### config.mk
export PLATFORM = sky130hd
export DESIGN_NAME = uart_tx_feeder
export DESIGN_NICKNAME = d
export VERILOG_FILES = /design/src/rtl/uart_tx_feeder.sv
export SDC_FILE = /design/constraint.sdc
export NUM_CORES = 1
export LEC_CHECK = 0
export ABC_AREA = 1
export BUFFER_PORTS_ARGS = -buffer_cell sky130_fd_sc_hd__buf_2
export CORE_MARGIN = 5
export CORE_UTILIZATION = 66
export CTS_BUF_LIST = sky130_fd_sc_hd__clkbuf_4 sky130_fd_sc_hd__clkbuf_8
export DETAILED_ROUTE_END_ITERATION = 8
export PLACE_DENSITY = 0.88
export SETUP_SLACK_MARGIN = 0.1
export SYNTH_ARGS = -nofsm -noshare
export SYNTH_HDL_FRONTEND = slang
export SYNTH_SLANG_ARGS = --single-unit
### constraint.sdc
create_clock -name Clk -period 5.97 [get_ports Clk]
set_clock_uncertainty 0.1 [all_clocks]
set_input_delay 0.597 -clock Clk [delete_from_list [all_inputs] [get_ports Clk]]
set_output_delay 0.597 -clock Clk [all_outputs]
set_load 0.005 [all_outputs]
### src/rtl/uart_tx_feeder.sv
// uart_tx_feeder: host-side FIFO and launcher for a UART transmitter FSM.
// Buffers host words in a circular FIFO, hands one word at a time to the
// transmitter with a single-cycle start pulse, and paces launches on CTS and
// Tx_Busy. A transmitter that never raises Tx_Busy after a start pulse sets a
// sticky Ack_Timeout flag.
// Optional build macro: UART_TX_FEEDER_FLUSH_EN adds a synchronous Flush input
// that empties the FIFO without disturbing a word already being launched.
module uart_tx_feeder #(
  parameter int DATA_BITS   = 8,
  parameter int FIFO_DEPTH  = 8,
  parameter int ACK_TIMEOUT = 4
) (
  input  logic                            Clk,
  input  logic                            Rst,
  input  logic                            Wr_En,
  input  logic [DATA_BITS-1:0]            Wr_Data,
  input  logic                            CTS,
  input  logic                            Tx_Busy,
`ifdef UART_TX_FEEDER_FLUSH_EN
  input  logic                            Flush,
`endif
  output logic [DATA_BITS-1:0]            Tx_Data_Out,
  output logic                            Transmit_Start_Out,
  output logic                            FIFO_Empty,
  output logic                            FIFO_Full,
  output logic [$clog2(FIFO_DEPTH):0]     Level,
  output logic                            Wr_Overflow,
  output logic                            Ack_Timeout
);

  localparam int PTR_W = $clog2(FIFO_DEPTH);
  localparam int CNT_W = PTR_W + 1;
  localparam int TMO_W = $clog2(ACK_TIMEOUT + 1);

  typedef enum logic [1:0] {
    IDLE      = 2'd0,
    LAUNCH    = 2'd1,
    WAIT_ACK  = 2'd2,
    WAIT_DONE = 2'd3
  } state_t;

  state_t               state_q, state_d;
  logic [PTR_W-1:0]     rd_ptr_q, rd_ptr_d;
  logic [PTR_W-1:0]     wr_ptr_q, wr_ptr_d;
  logic [CNT_W-1:0]     count_q, count_d;
  logic [DATA_BITS-1:0] tx_data_q, tx_data_d;
  logic                 empty_q, empty_d;
  logic                 full_q, full_d;
  logic                 ovf_q, ovf_d;
  logic                 ack_to_q, ack_to_d;
  logic [TMO_W-1:0]     tmo_cnt_q, tmo_cnt_d;

  logic [DATA_BITS-1:0] mem_q [FIFO_DEPTH];

  logic flush;
  logic push;
  logic pop;

`ifdef UART_TX_FEEDER_FLUSH_EN
  assign flush = Flush;
`else
  assign flush = 1'b0;
`endif

  // Fullness is judged on the registered flag, so a write to a full FIFO is
  // rejected even when a pop happens on the same edge. Flush overrides both.
  assign push = Wr_En && !full_q && !flush;
  assign pop  = (state_q == IDLE) && (count_q != '0) && CTS && !Tx_Busy && !flush;

  // Next-state, FIFO bookkeeping and status flag computation
  always_comb begin
    state_d   = state_q;
    rd_ptr_d  = rd_ptr_q;
    wr_ptr_d  = wr_ptr_q;
    count_d   = count_q;
    tx_data_d = tx_data_q;
    ack_to_d  = ack_to_q;
    tmo_cnt_d = tmo_cnt_q;
    ovf_d     = Wr_En && full_q && !flush;

    case (state_q)
      IDLE: begin
        if (pop) begin
          tx_data_d = mem_q[rd_ptr_q];
          state_d   = LAUNCH;
        end
      end
      LAUNCH: begin
        tmo_cnt_d = '0;
        state_d   = WAIT_ACK;
      end
      WAIT_ACK: begin
        if (Tx_Busy) begin
          state_d = WAIT_DONE;
        end else if (tmo_cnt_q == TMO_W'(ACK_TIMEOUT - 1)) begin
          // The word is abandoned; the FIFO moves on to the next one.
          ack_to_d = 1'b1;
          state_d  = IDLE;
        end else begin
          tmo_cnt_d = tmo_cnt_q + TMO_W'(1);
        end
      end
      WAIT_DONE: begin
        if (!Tx_Busy) begin
          state_d = IDLE;
        end
      end
      default: state_d = IDLE;
    endcase

    if (flush) begin
      rd_ptr_d = '0;
      wr_ptr_d = '0;
      count_d  = '0;
    end else begin
      if (pop)  rd_ptr_d = rd_ptr_q + PTR_W'(1);
      if (push) wr_ptr_d = wr_ptr_q + PTR_W'(1);
      case ({push, pop})
        2'b10:   count_d = count_q + CNT_W'(1);
        2'b01:   count_d = count_q - CNT_W'(1);
        default: count_d = count_q;
      endcase
    end

    empty_d = (count_d == '0);
    full_d  = (count_d == CNT_W'(FIFO_DEPTH));
  end

  // State and control registers; Rst clears everything immediately
  always_ff @(posedge Clk or posedge Rst) begin
    if (Rst) begin
      state_q   <= IDLE;
      rd_ptr_q  <= '0;
      wr_ptr_q  <= '0;
      count_q   <= '0;
      tx_data_q <= '0;
      empty_q   <= 1'b1;
      full_q    <= 1'b0;
      ovf_q     <= 1'b0;
      ack_to_q  <= 1'b0;
      tmo_cnt_q <= '0;
    end else begin
      state_q   <= state_d;
      rd_ptr_q  <= rd_ptr_d;
      wr_ptr_q  <= wr_ptr_d;
      count_q   <= count_d;
      tx_data_q <= tx_data_d;
      empty_q   <= empty_d;
      full_q    <= full_d;
      ovf_q     <= ovf_d;
      ack_to_q  <= ack_to_d;
      tmo_cnt_q <= tmo_cnt_d;
    end
  end

  // FIFO storage write port; contents need no reset since count gates reads
  always_ff @(posedge Clk) begin
    if (push) begin
      mem_q[wr_ptr_q] <= Wr_Data;
    end
  end

  // Start is decoded from the state flop so it falls as soon as Rst rises.
  assign Transmit_Start_Out = (state_q == LAUNCH);
  assign Tx_Data_Out        = tx_data_q;
  assign FIFO_Empty         = empty_q;
  assign FIFO_Full          = full_q;
  assign Level              = count_q;
  assign Wr_Overflow        = ovf_q;
  assign Ack_Timeout        = ack_to_q;

endmodule

==> results of run 1 <==
-- kinds of logic (layout without fill, tap and decap cells) --
| group | count (synthesis) | count (layout) | share of synthesized area [%] |
|---|---|---|---|
| adder cells (fa/ha/maj) | 6 | 6 | 2.00 |
| AND/OR/NAND/NOR | 115 | 115 | 13.3 |
| flip-flops | 91 | 91 | 69.2 |
| AO/OA/AOI/OAI | 67 | 67 | 10.8 |
| buffers and inverters | 34 | 67 | 3.50 |
| XOR/XNOR | 5 | 5 | 1.17 |
-- layout by cell type (no fill, tap or decap), types with 6 or more instances in the layout --
master and n:
buf_2 29, dfrtp_1 26, edfxtp_1 64, ha_1 6
o221ai_1 8, o21ai_0 36, clkbuf_8 9, nor2_1 49
nand2_1 43, o22ai_1 9, nand2_2 7, inv_1 18
o211ai_1 8
-- worst max-delay path, cell delays in order (launching register included) --
cell and delay (ps):
dfrtp_1 1010, inv_1 730, o21ai_0 420, o22ai_1 130, o211ai_1 220, nand2_1 70
-- where the power goes --
group | internal (mW) | switching (mW)
Clock | 0.202 | 0.227
Sequential | 0.832 | 0.141
Combinational | 0.216 | 0.385
-- metal layers --
layer / GRT usage, % / vias up / part of all wire (%) / wire length, µm
li1: - / 1177 / - / -
met1: 29.8 / 1198 / 39 / 2950
met2: 35.8 / 127 / 50 / 3760
met3: 5.44 / 12 / 8.9 / 670
met4: 9.64 / 0 / 1.7 / 129
met5: 0 / - / 0 / 0
-- final timing paths --
path                                   from        endpoint  slack (ps)  cells past startpoint
worst max-delay path            rd_ptr_q[0]  Tx_Data_Out[2]        3140                      5
worst min-delay path                    Rst        Level[0]         360                      2
worst max register to register  rd_ptr_q[0]  Tx_Data_Out[2]        3140                      5
worst min register to register  Ack_Timeout     Ack_Timeout         390                      1
max in group asynchronous               Rst  Tx_Data_Out[4]        4790                      2
min in group Clk                      Wr_En     Wr_Overflow         360                      3
-- through the flow --
step	area (µm²)	power, mW
CTS	4150	2.00
floorplan	3750	1.37
detailed placement	3940	1.58
finish	4150	2.00
global route	4150	2.14
global placement	3940	1.54
-- sequential cells by signal, indices dropped and copies added (netlist names) --
name / cells
mem_q: 64
Tx_Data_Out: 8
Level: 4
rd_ptr_q: 3
tmo_cnt_q: 3
wr_ptr_q: 3
state_q: 2
Ack_Timeout: 1
FIFO_Empty: 1
FIFO_Full: 1
Wr_Overflow: 1
-- final cells by class --
cell class                      instances  area, µm²
Multi-Input combinational cell        193       1020
Inverter                               22       82.6
Tap cell                               72       90.1
Fill cell                             326       1360
Clock inverter                          7       81.3
Timing Repair Buffer                   29        145
Sequential cell                        91       2600
Clock buffer                            9        124
==> results.py, run 1 <==
metrics = {
    "floorplanning": {
        "dieHeight_um": 85.4,
        "die_area_um2": 7300,
        "ios": 30,
        "core.rowCount": 27,
        "fp.dieW_um": 85.4,
        "core-area_um2": 5510,
        "start_util_pct": 68.2,
    },
    "worst_hold_path": {
        "min_path_type": "in2async",
    },
    "placed_design": {
        "port_buffers": 29,
        "post-place-ws_ps": 3190,
        "placed_cells": 407,
        "detailed_place_hpwl_um": 4840,
        "gp_congestion": 0.871,
    },
    "yosys": {
        "syn_nets": 337,
        "synth.top_cell.area_share_pct": 51.2,
        "synth.most_common_cell": "edfxtp_1",
        "yosys.area.top_type": "edfxtp_1",
        "netlist_instances": 318,
        "netlist-cell-type-count": 30,
        "synth_seq_cells": 91,
        "ys_seq_area_share_pct": 69.2,
        "synth_warnings": 0,
        "synth_edf_count": 64,
        "synthTopCellsByArea": "edfxtp_1, dfrtp_1, nor2_1",
        "ys.flop_type": "edfxtp_1",
        "synth_common_cells": "edfxtp_1, nor2_1, nand2_1, o21ai_0, dfrtp_1",
        "ys_async_sr_fraction_pct": 29.7,
        "synth_area_um2": 3750,
        "synth_area_per_cell_um2": 11.8,
    },
    "sta": {
        "setup_violations": 0,
        "rsz0062_at_grt": "no",
        "holdWs_ps": 360,
        "fin_crit_sh_pct": 47.4,
        "drv_slew": 0,
        "setup_slack_ps": 3140,
        "tightest_slew_ps": 1000,
        "period_minus_slack_ps": 2830,
        "hold_viol": 0,
        "max_freq_mhz": 354,
        "relSlewSlack_pct": 33.0,
        "fin_setup_tns_ps": 0,
    },
    "cells_and_area": {
        "layout-drive-gt1-share_pct": 18.5,
        "final_cells": 423,
        "diodes": 0,
        "final_util_pct": 75.3,
        "area_growth_pct": 10.4,
        "nets": 365,
    },
    "clock_network": {
        "cts_tree": "built",
        "cts_buffers": 9,
        "clock-sinks": 91,
        "htree_levels": 3,
        "clkTransAtPathRegs_ps": 90,
        "cts_setup_buffers": 0,
        "clk_latency_ps": 350,
        "cts-resized-gates": 0,
        "cts_root_buf": "clkbuf_8",
        "hold_buffers": 0,
        "clockBufferDepth": 2,
    },
    "grt": {
        "antenna_found_initial": 0,
        "gr-total-overflow": 0,
        "grt_usage_pct": 22.5,
        "grt_pass1_vias": 2466,
        "grt_pass1_wl_um": 12400,
        "grt_max_degree": 35,
    },
    "power_and_ir_drop": {
        "ir_worst_vdd_v": 0.000257,
        "p_leak_nw": 1.67,
        "power.density_nw_per_um2": 483,
    },
    "run": {
        "maxCapViolations": 0,
    },
    "status": {
        "status": "finished clean",
    },
    "route": {
        "drcViolationCount": 0,
        "drt-pass1-iter-count": 4,
        "via_per_inst": 5.94,
        "avgRoutedWirePerCell_um": 17.7,
        "ant_nets": 0,
        "routed-via-count": 2514,
        "drt_iter0_markers": 369,
        "routed_wl_um": 7500,
    },
    "worst_setup_path": {
        "worstPathRequired_ps": 6110,
        "worstSetupPathType": "reg2reg",
        "worstPathArrival_ps": 2960,
        "path_max_fanout": 34,
        "start_kind": "flip-flop",
        "cp-end-kind": "flip-flop",
    },
}
Power figures use the tool's default switching activity.
==> inputs of run 2 (changes only) <==
--- a/config.mk
+++ b/config.mk
@@ -8,10 +8,10 @@
 export ABC_AREA = 1
 export BUFFER_PORTS_ARGS = -buffer_cell sky130_fd_sc_hd__buf_2
 export CORE_MARGIN = 5
-export CORE_UTILIZATION = 66
+export CORE_UTILIZATION = 62
 export CTS_BUF_LIST = sky130_fd_sc_hd__clkbuf_4 sky130_fd_sc_hd__clkbuf_8
 export DETAILED_ROUTE_END_ITERATION = 8
-export PLACE_DENSITY = 0.88
+export PLACE_DENSITY = 0.83
 export SETUP_SLACK_MARGIN = 0.1
 export SYNTH_ARGS = -nofsm -noshare
 export SYNTH_HDL_FRONTEND = slang
==> constraint.sdc (replaced) <==
create_clock -name Clk -period 2.7 [get_ports Clk]
set_clock_uncertainty 0.1 [all_clocks]
set_input_delay 0.27 -clock Clk [delete_from_list [all_inputs] [get_ports Clk]]
set_output_delay 0.27 -clock Clk [all_outputs]
set_load 0.005 [all_outputs]
==> run 2 against run 1 <==
- die area increased by 5.7%
- non-clock buffer count increased by 14
- setup slack got worse by 2700 ps
- power rose by 130%
- clock-buffer cell count stayed put
- combinational power increased to 2.5 times the previous value
- fmax increased by 24%
- critical path type unchanged
- critical endpoint is now FIFO_Full
- largest cell class unchanged
- highest routed layer unchanged
==> results.py, run 2 (same netlist as run 1, synthesis figures left out) <==
metrics = {
    "cells_and_area": {
        "largest_register_ffs": 64,
        "layout-drive-gt1-share_pct": 21.4,
        "mostFrequentLayoutCells": "edfxtp_1, nor2_1, nand2_1, o21ai_0, buf_2",
        "diodes": 0,
        "area_growth_pct": 13.8,
        "nets": 379,
        "top_register": "mem_q",
        "layout_commonest_cell": "edfxtp_1",
        "final_cells": 440,
    },
    "sta": {
        "hold_viol": 0,
        "holdWs_ps": 33.2,
        "rsz0062_at_grt": "no",
        "period_minus_slack_ps": 2270,
        "tightest_slew_ps": 1000,
        "max_freq_mhz": 440,
        "drv_slew": 0,
        "fin_crit_sh_pct": 84.2,
        "relSlewSlack_pct": 33.0,
        "setup_violations": 0,
        "fin_setup_tns_ps": 0,
    },
    "clock_network": {
        "cts_setup_buffers": 0,
        "clk_latency_ps": 350,
        "hold_buffers": 0,
        "clockBufferDepth": 2,
        "cts_buffers": 9,
        "clock-sinks": 91,
        "htree_levels": 3,
        "clkTransAtPathRegs_ps": 90,
        "cts-resized-gates": 0,
        "cts_root_buf": "clkbuf_8",
        "cts_tree": "built",
    },
    "route": {
        "routed_wl_um": 7500,
        "drcViolationCount": 0,
        "drt-pass1-iter-count": 4,
        "ant_nets": 0,
        "routed-via-count": 2513,
        "via_per_inst": 5.71,
        "avgRoutedWirePerCell_um": 17.0,
        "drt_iter0_markers": 295,
    },
    "grt": {
        "grt_pass1_wl_um": 12200,
        "gr-total-overflow": 0,
        "grt_pass1_vias": 2487,
        "grt_max_degree": 34,
        "antenna_found_initial": 0,
        "grt_usage_pct": 21.3,
    },
    "floorplanning": {
        "ios": 30,
        "dieHeight_um": 87.8,
        "core-area_um2": 5920,
        "core.rowCount": 28,
        "die_area_um2": 7710,
        "start_util_pct": 63.4,
        "fp.dieW_um": 87.8,
    },
    "placed_design": {
        "placed_cells": 424,
        "port_buffers": 29,
        "gp_congestion": 0.797,
        "detailed_place_hpwl_um": 4830,
    },
    "worst_setup_path": {
        "start_kind": "flip-flop",
        "cp-end-kind": "flip-flop",
        "reg2reg_from": "Level[0]",
        "worstReg2RegEnd": "FIFO_Full",
        "path_max_fanout": 11,
        "rrSetupSlack_ps": 430,
        "crit_path_end": "FIFO_Full",
        "worstPathArrival_ps": 2460,
        "worstSetupPathType": "reg2reg",
        "worstPathRequired_ps": 2880,
        "reg2regPathDepth": 11,
        "crit_start": "Level[0]",
    },
    "power_and_ir_drop": {
        "ir_worst_vdd_v": 0.000746,
        "p_leak_nw": 1.74,
        "power_mw": 4.55,
        "power.density_nw_per_um2": 1070,
    },
    "run": {
        "maxCapViolations": 0,
    },
    "worst_hold_path": {
        "min_path_type": "in2reg",
        "hold_path_startpoint": "Wr_En",
    },
    "status": {
        "status": "finished clean",
    },
}
==> run 2: per-layer routing <==
layer / part of all wire (%) / GRT usage [%] / wire, µm / vias up
met2: 51 / 33.6 / 3800 / 90
met3: 6.4 / 5.17 / 481 / 12
met1: 41 / 29.0 / 3090 / 1208
met5: 0 / 0 / 0 / -
met4: 1.7 / 8.09 / 124 / 0
li1: - / - / - / 1203
==> run 2: cell type report <==
cell class	count	area, µm²
inverters	22	82.6
multi-input cells	193	1020
flip-flops and latches	91	2600
well taps	75	93.8
clock inverters	7	97.6
fillers	401	1650
clock buffers	9	124
repair buffers	43	250
==> run 2: per-stage QoR <==
stage | cell area [µm²] | setup slack (ps) | util, %
final | 4270 | 426 | 72.1
after global routing | 4270 | 252 | 72.1
after CTS | 4270 | 423 | 72.1
after detailed placement | 4050 | 448 | 68.4
after global placement | 4050 | 574 | 68.4
after floorplan | 3750 | 739 | -
==> run 2: power breakdown <==
group / internal [mW] / switching, mW / leakage [nW] / total [mW]
registers: 1.84 / 0.194 / 0.913 / 2.03
logic: 0.552 / 0.962 / 0.718 / 1.51
clock network: 0.526 / 0.480 / 0.108 / 1.01
==> run 2: worst min path at each step <==
stage                        endpoint  slack (ps)  cells after the start
after floorplan           Ack_Timeout         220                      1
after global placement    Ack_Timeout         350                      1
after detailed placement  Ack_Timeout         360                      1
after CTS                 Wr_Overflow          20                      3
after global routing      Wr_Overflow          30                      3
final                     Wr_Overflow          30                      3
==> run 2: critical path: stages (launching register included) <==
cell and delay [ps]:
dfrtp_1 460, nor2_1 160, nand2_2 90, nand2_1 290, inv_1 120, ha_1 360, inv_1 120, nand2_1 70
o21ai_0 90, nor2_1 130, nand3_2 90, nor2_1 120
